[src/rtl/fpcvt_serial_loader.sv]
// Purpose : deserialize 13-bit two's-complement frames (MSB first, optional even
//           parity bit) into a parallel word held for the downstream converter.
// Latency : D/d_valid update on the edge that samples the frame's last bit.
// Backpressure: one holding register; a frame completing while it is full and
//           not being consumed is dropped and flagged with an overrun pulse.
// Ports   : clk, rst_n (sync, active-low); sin/sin_en/sin_start serial input;
//           D/d_valid/d_ready parallel output handshake; frame_err, overrun
//           (one-cycle pulses), busy (frame in progress).
module fpcvt_serial_loader #(
  parameter int WIDTH     = 13,
  parameter bit PARITY_EN = 1'b1
) (
  input  logic             clk,
  input  logic             rst_n,
  input  logic             sin,
  input  logic             sin_en,
  input  logic             sin_start,
  output logic [WIDTH-1:0] D,
  output logic             d_valid,
  input  logic             d_ready,
  output logic             frame_err,
  output logic             overrun,
  output logic             busy
);

  typedef enum logic [1:0] {
    IDLE   = 2'd0,
    SHIFT  = 2'd1,
    PARITY = 2'd2
  } state_t;

  state_t           state_q;
  logic [WIDTH-1:0] sh_q;
  logic [3:0]       cnt_q;
  logic             par_q;
  logic [WIDTH-1:0] d_q;
  logic             d_valid_q;
  logic             frame_err_q;
  logic             overrun_q;

  // Shift-register contents including the bit currently on sin.
  logic [WIDTH-1:0] sh_shift_d;
  // Frame completes on this edge, and the word it delivers.
  logic             complete_d;
  logic [WIDTH-1:0] word_d;

  always_comb begin
    sh_shift_d = {sh_q[WIDTH-2:0], sin};
    complete_d = 1'b0;
    word_d     = sh_shift_d;
    // A start strobe always aborts, so it can never complete a frame.
    if (sin_en && !sin_start) begin
      if (state_q == SHIFT && cnt_q == 4'd0 && !PARITY_EN) begin
        complete_d = 1'b1;
      end
      if (state_q == PARITY && (par_q ^ sin) == 1'b0) begin
        // Data is already fully shifted in; the parity bit is not data.
        complete_d = 1'b1;
        word_d     = sh_q;
      end
    end
  end

  always_ff @(posedge clk) begin
    if (!rst_n) begin
      state_q     <= IDLE;
      sh_q        <= '0;
      cnt_q       <= 4'd0;
      par_q       <= 1'b0;
      d_q         <= '0;
      d_valid_q   <= 1'b0;
      frame_err_q <= 1'b0;
      overrun_q   <= 1'b0;
    end else begin
      frame_err_q <= 1'b0;
      overrun_q   <= 1'b0;

      // Consumption first; a completion on the same edge overrides it below.
      if (d_valid_q && d_ready) begin
        d_valid_q <= 1'b0;
      end

      if (complete_d) begin
        if (!d_valid_q || d_ready) begin
          d_q       <= word_d;
          d_valid_q <= 1'b1;
        end else begin
          overrun_q <= 1'b1;
        end
      end

      if (sin_en) begin
        case (state_q)
          IDLE: begin
            if (sin_start) begin
              sh_q    <= {{(WIDTH-1){1'b0}}, sin};
              par_q   <= sin;
              cnt_q   <= 4'(WIDTH - 2);
              state_q <= SHIFT;
            end
          end
          SHIFT: begin
            if (sin_start) begin
              // Abort: this bit is the MSB of a fresh frame.
              frame_err_q <= 1'b1;
              sh_q        <= {{(WIDTH-1){1'b0}}, sin};
              par_q       <= sin;
              cnt_q       <= 4'(WIDTH - 2);
            end else begin
              sh_q  <= sh_shift_d;
              par_q <= par_q ^ sin;
              cnt_q <= cnt_q - 4'd1;
              if (cnt_q == 4'd0) begin
                state_q <= PARITY_EN ? PARITY : IDLE;
              end
            end
          end
          PARITY: begin
            if (sin_start) begin
              frame_err_q <= 1'b1;
              sh_q        <= {{(WIDTH-1){1'b0}}, sin};
              par_q       <= sin;
              cnt_q       <= 4'(WIDTH - 2);
              state_q     <= SHIFT;
            end else begin
              if ((par_q ^ sin) != 1'b0) begin
                frame_err_q <= 1'b1;
              end
              state_q <= IDLE;
            end
          end
          default: state_q <= IDLE;
        endcase
      end
    end
  end

  assign D         = d_q;
  assign d_valid   = d_valid_q;
  assign frame_err = frame_err_q;
  assign overrun   = overrun_q;
  assign busy      = (state_q != IDLE);

endmodule

[config.mk]
export PLATFORM = sky130hd
export DESIGN_NAME = fpcvt_serial_loader
export DESIGN_NICKNAME = d
export VERILOG_FILES = /design/src/rtl/fpcvt_serial_loader.sv
export SDC_FILE = /design/constraint.sdc
export NUM_CORES = 1
export LEC_CHECK = 0
export ABC_AREA = 1
export CAP_MARGIN = 10
export CORE_UTILIZATION = 53
export DETAILED_ROUTE_END_ITERATION = 10
export GPL_TIMING_DRIVEN = 0
export PLACE_DENSITY = 0.78
export SKIP_CTS_REPAIR_TIMING = 1
export SYNTH_ARGS = -nofsm -noshare
export SYNTH_HDL_FRONTEND = slang
export SYNTH_SLANG_ARGS = --single-unit
[constraint.sdc]
create_clock -name clk -period 1.7 [get_ports clk]
set_input_delay 0.255 -clock clk [delete_from_list [all_inputs] [get_ports clk]]
set_output_delay 0.255 -clock clk [all_outputs]
set_load 0.005 [all_outputs]
# After elaboration in Yosys (flattened, before gate mapping)
# Index checks and enable logic that the tools add are counted.
# totals
regBits	36
input_bits	6
output_inout_bits	17
wordCells	59
# classes
addsub	1
eq_ne	6
mux	26
n_bitwise	2
n_reduce_logical	16
# ops
operator	count
$mux 13	4
$pmux 13 s2	1
$mux 1	12
$mux 4	2
$pmux 4 s2	1
$mux 2	3
$pmux 2 s3	1
$reduce_and 2->1	3
$logic_not 4->1	1
$ne 2x1->1 const B	2
$ne 2x2->1 const B	2
$pmux 1 s2	2
$reduce_and 4->1	1
$reduce_bool 2->1	2
$sub 4x1->4 const B	1
$logic_and 1x1->1	3
$reduce_and 3->1	1
$eq 2x1->1 const B	1
$eq 2x2->1 const B	1
$logic_not 1->1	2
$logic_not 2->1	1
$reduce_or 2->1	1
$logic_or 1x1->1	1
$not 1->1	1
$xor 1x1->1	1

# Longest topological paths before layout
# depth
depth_word	6
ltp_mapped	8
depth_no_buf	8

# Least setup slack after synthesis
# OpenSTA, ideal clock, no wires.
# synth_path
kind	flip-flop to flip-flop
from	register state_q[0]
to	register sh_q[3]
setup_ps	78
arrival_time_ps	1304
t_required_ps	1622
setup_slack_ps	318
stages_incl_launch_ff	9
n_path_buf	1
period_less_slack_ps	1382
cell_sequence	dfxtp_1 inv_1 ha_1 nor2_1 nand2_1 nand2_1 nand2_1 buf_4 nor3_1
# synth_between
elab_chain_cells	4
word_cells_on_any_way	8
cone_classes	eq/ne (3); mux (1); reduce/logical (4)
# synth_rtl
item	line	source
start: declaration	32	state_t state_q;
start signal: assignment	114	state_q <= PARITY_EN ? PARITY : IDLE;
$eq 2x2->1 or $logic_not 2->1 (tied branches)	93	case (state_q)
$reduce_or 2->1 (no source line)	-	
$ne 2x1->1 (no source line) or $reduce_bool 2->1 (tied branches)	-	
$reduce_and 3->1 (no source line)	-	
end signal: assignment	96	sh_q <= {{(WIDTH-1){1'b0}}, sin};
end signal: assignment	106	sh_q <= {{(WIDTH-1){1'b0}}, sin};
end signal: assignment	110	sh_q <= sh_shift_d;
end: declaration	33	logic [WIDTH-1:0] sh_q;
# Several ways; a longest one is shown, not always the timed one.
# A chain may end at the register's enable or synchronous reset.

# Worst setup path in the final report
# layout_path
from	register state_q[0]
to	register d_q[6], in the netlist D[6]
# layout_between
elab_chain_cells	5
word_cells_on_any_way	7
cone_classes	eq/ne (1); mux (4); reduce/logical (2)
# layout_rtl
item	line	source
$eq 2x2->1 *	56	if (state_q == PARITY && (par_q ^ sin) == 1'b0) begin
$logic_and 1x1->1 *	56	
$mux 1	56	
$mux 1	52	if (sin_en && !sin_start) begin
$reduce_and 2->1 (no source line)	-	
end signal: assignment	85	d_q <= word_d;
end: declaration	36	logic [WIDTH-1:0] d_q;
# Every way passes the cells marked *; elsewhere a longest branch is shown, timed or not.

==> flow_summary.json <==
{
  "status": "finished with violations",
  "violations": "DRC",
  "crit_type": "flop to flop",
  "htree_levels": 2,
  "die_w_um": 57.6,
  "final_cells": 276,
  "vias_per_cell": 4.92,
  "rows": 19,
  "cap_viol_max_count": 0,
  "yosysSeqAreaShare_pct": 43.9,
  "cts_tree": "yes",
  "io_buffers": 21,
  "setup.worst_path.end_class": "flop",
  "swShare_pct": 26.2,
  "switchingPower_mw": 0.423,
  "cp_max_fo": 10,
  "globalRouteTotalUtil_pct": 19.0,
  "cp.arrival_ps": 1750,
  "register_area_sq_um": 728,
  "wl_per_cell_um": 10.3,
  "syn_to_final_growth_pct": 20.0,
  "die_area_sq_mm": 0.00332,
  "yosysTopAreaCell": "dfxtp_1",
  "synth_most_common_cell": "nor2_1",
  "routed_wirelength_um": 2840,
  "diodes": 0,
  "syn_nets": 227,
  "fin_crit_ps": 1530,
  "netlist.area_leader.share_pct": 43.9,
  "cts_root_buf": "clkbuf_4",
  "postSynthCellCount": 215,
  "io_pins": 23,
  "hold_path.class": "primary input to flop",
  "coreArea_sq_mm": 0.00285,
  "grt_overflow": 0,
  "post-route-drc-count": 2,
  "hpwlAfterDp_um": 2140,
  "drv_slew": 0,
  "fin_util_pct": 69.0,
  "yosysWarningCount": 0,
  "hold_violations": 0,
  "drtIter0Drc": 48,
  "multiInputGateArea_sq_um": 788,
  "clockPowerShare_pct": 28.4,
  "seqPwrFrac_pct": 56.2,
  "die_h_um": 57.6,
  "syn-cell-area_sq_mm": 0.00164,
  "async_flop_share_pct": 0,
  "grt_max_degree": 11,
  "synth_common_cells": "nor2_1, dfxtp_1, nand2_1, a21oi_1, inv_1",
  "synth_seq_cells": 36,
  "synth_edf_count": 0,
  "powerDensity_mw_per_mm2": 821,
  "worst_pin_slew_ps": 433,
  "start_util_pct": 57.5,
  "comb_power_share_pct": 15.4,
  "first_pass_iters": 8,
  "nets": 256,
  "via_count": 1357,
  "clk_pin_slew_ps": 100,
  "leakage_nw": 0.837,
  "final_antenna_net_count": 0,
  "setup.worst_path.start_class": "flop",
  "cp.required_ps": 1930,
  "slew_headroom_pct": 71.1,
  "netlist_top_cells_area": "dfxtp_1, nor2_1, nand2_1",
  "fin_skew_ps": 10.3,
  "grt_first_pass_wirelength_um": 4920,
  "gp_congestion": 0.819,
  "syn_area_per_cell_sq_um": 7.63,
  "clockBufferDepth": 2,
  "rsz0062_at_grt": "false",
  "ys.flop_type": "dfxtp_1",
  "fin_crit_sh_pct": 89.8,
  "cts_buffers": 5,
  "antenna_found_initial": 0,
  "finalSetupViolations": 0,
  "ir_drop_mv": 0.627,
  "max_freq_mhz": 655,
  "clk_latency_ps": 330,
  "grt_pass1_vias": 1141,
  "fillCellCount": 253,
  "cts_num_sinks": 36,
  "dp_cells": 267,
  "drive_gt1_share_pct": 11.0,
  "p_int_mw": 1.19,
  "ys_types": 19
}
## per-stage QoR
step / cell area [sq um] / hold slack (ps) / total power [mW] / setup TNS (ps) / worst slack (ps)
5_1_grt: 1970 / 240 / 1.71 / 0 / 1.64
3_3_place_gp: 1890 / 458 / 1.17 / -261 / -53.0
4_1_cts: 1950 / 233 / 1.63 / -229 / -229
2_1_floorplan: 1640 / 404 / 1.11 / 0 / 318
6_report: 1970 / 235 / 1.62 / 0 / 173
3_5_place_dp: 1890 / 465 / 1.17 / -243 / -51.7
## area by class of cell
type | count | area share, %
clock buffers | 8 | 2.99
plain buffers | 10 | 3.75
flip-flops and latches | 36 | 37.0
multi-input cells | 153 | 40.1
inverters | 16 | 3.05
well taps | 31 | 1.97
repair buffers | 22 | 11.2
## sequential cells by signal, indices dropped and copies added, names as in the netlist
register	flops
d_valid	1
par_q	1
frame_err	1
state_q	2
D	13
overrun	1
cnt_q	4
sh_q	13
## power groups by stage
| stage | Sequential [mW] | Combinational [mW] | Clock, mW |
|---|---|---|---|
| floorplan | 0.922 | 0.188 | 0 |
| global placement | 0.929 | 0.241 | 0 |
| detailed placement | 0.930 | 0.244 | 0 |
| CTS | 0.910 | 0.245 | 0.472 |
| global route | 0.915 | 0.287 | 0.505 |
| finish | 0.909 | 0.248 | 0.459 |
## cells by family (layout without fill, tap and decap cells)
logic type / count (synthesis) / after routing / synth area share, %
simple gates: 121 / 121 / 35.4
compound gates: 26 / 26 / 7.93
fa+ha+maj: 6 / 6 / 4.58
flops: 36 / 36 / 43.9
buf+inv: 26 / 56 / 8.16
## worst max-delay path: stages, from the launching register on
cell and delay (ps):
dfxtp_4 370, inv_1 80, ha_1 210, nand3_1 140, nor2_4 230, buf_4 200
nand3b_1 80, nand2_1 80, nor2_1 40
## worst paths after layout
| kind | end | slack, ps | cells past startpoint | from |
|---|---|---|---|---|
| hold reg to reg | cnt_q[0] | 480 | 1 | cnt_q[0] |
| setup / recovery | D[6] | 170 | 8 | state_q[0] |
| hold / removal | par_q | 230 | 3 | rst_n |
| setup reg to reg | D[6] | 170 | 8 | state_q[0] |
## metal layers
metal,wire [um],GRT usage [%],vias to the layer above
met4,39,7.32,0
met1,1550,27.2,584
met5,0,0,-
met3,96,4.69,5
li1,-,-,747
met2,1150,27.7,21
## cell usage in the layout, fill, tap and decap left out, drive strengths merged
cell / Yosys / layout
a21oi: 24 / 24
buf: 9 / 10
clkbuf: 1 / 9
clkdlybuf4s50: 0 / 20
dfxtp: 36 / 36
dlymetal6s2s: 0 / 1
ha: 6 / 6
inv: 16 / 16
nand2: 36 / 36
nand3: 8 / 8
nand3b: 13 / 13
nand4: 1 / 1
nor2: 49 / 49
nor3: 14 / 14
o21ai: 2 / 2
Note: power is estimated with default switching activity, not from simulation.
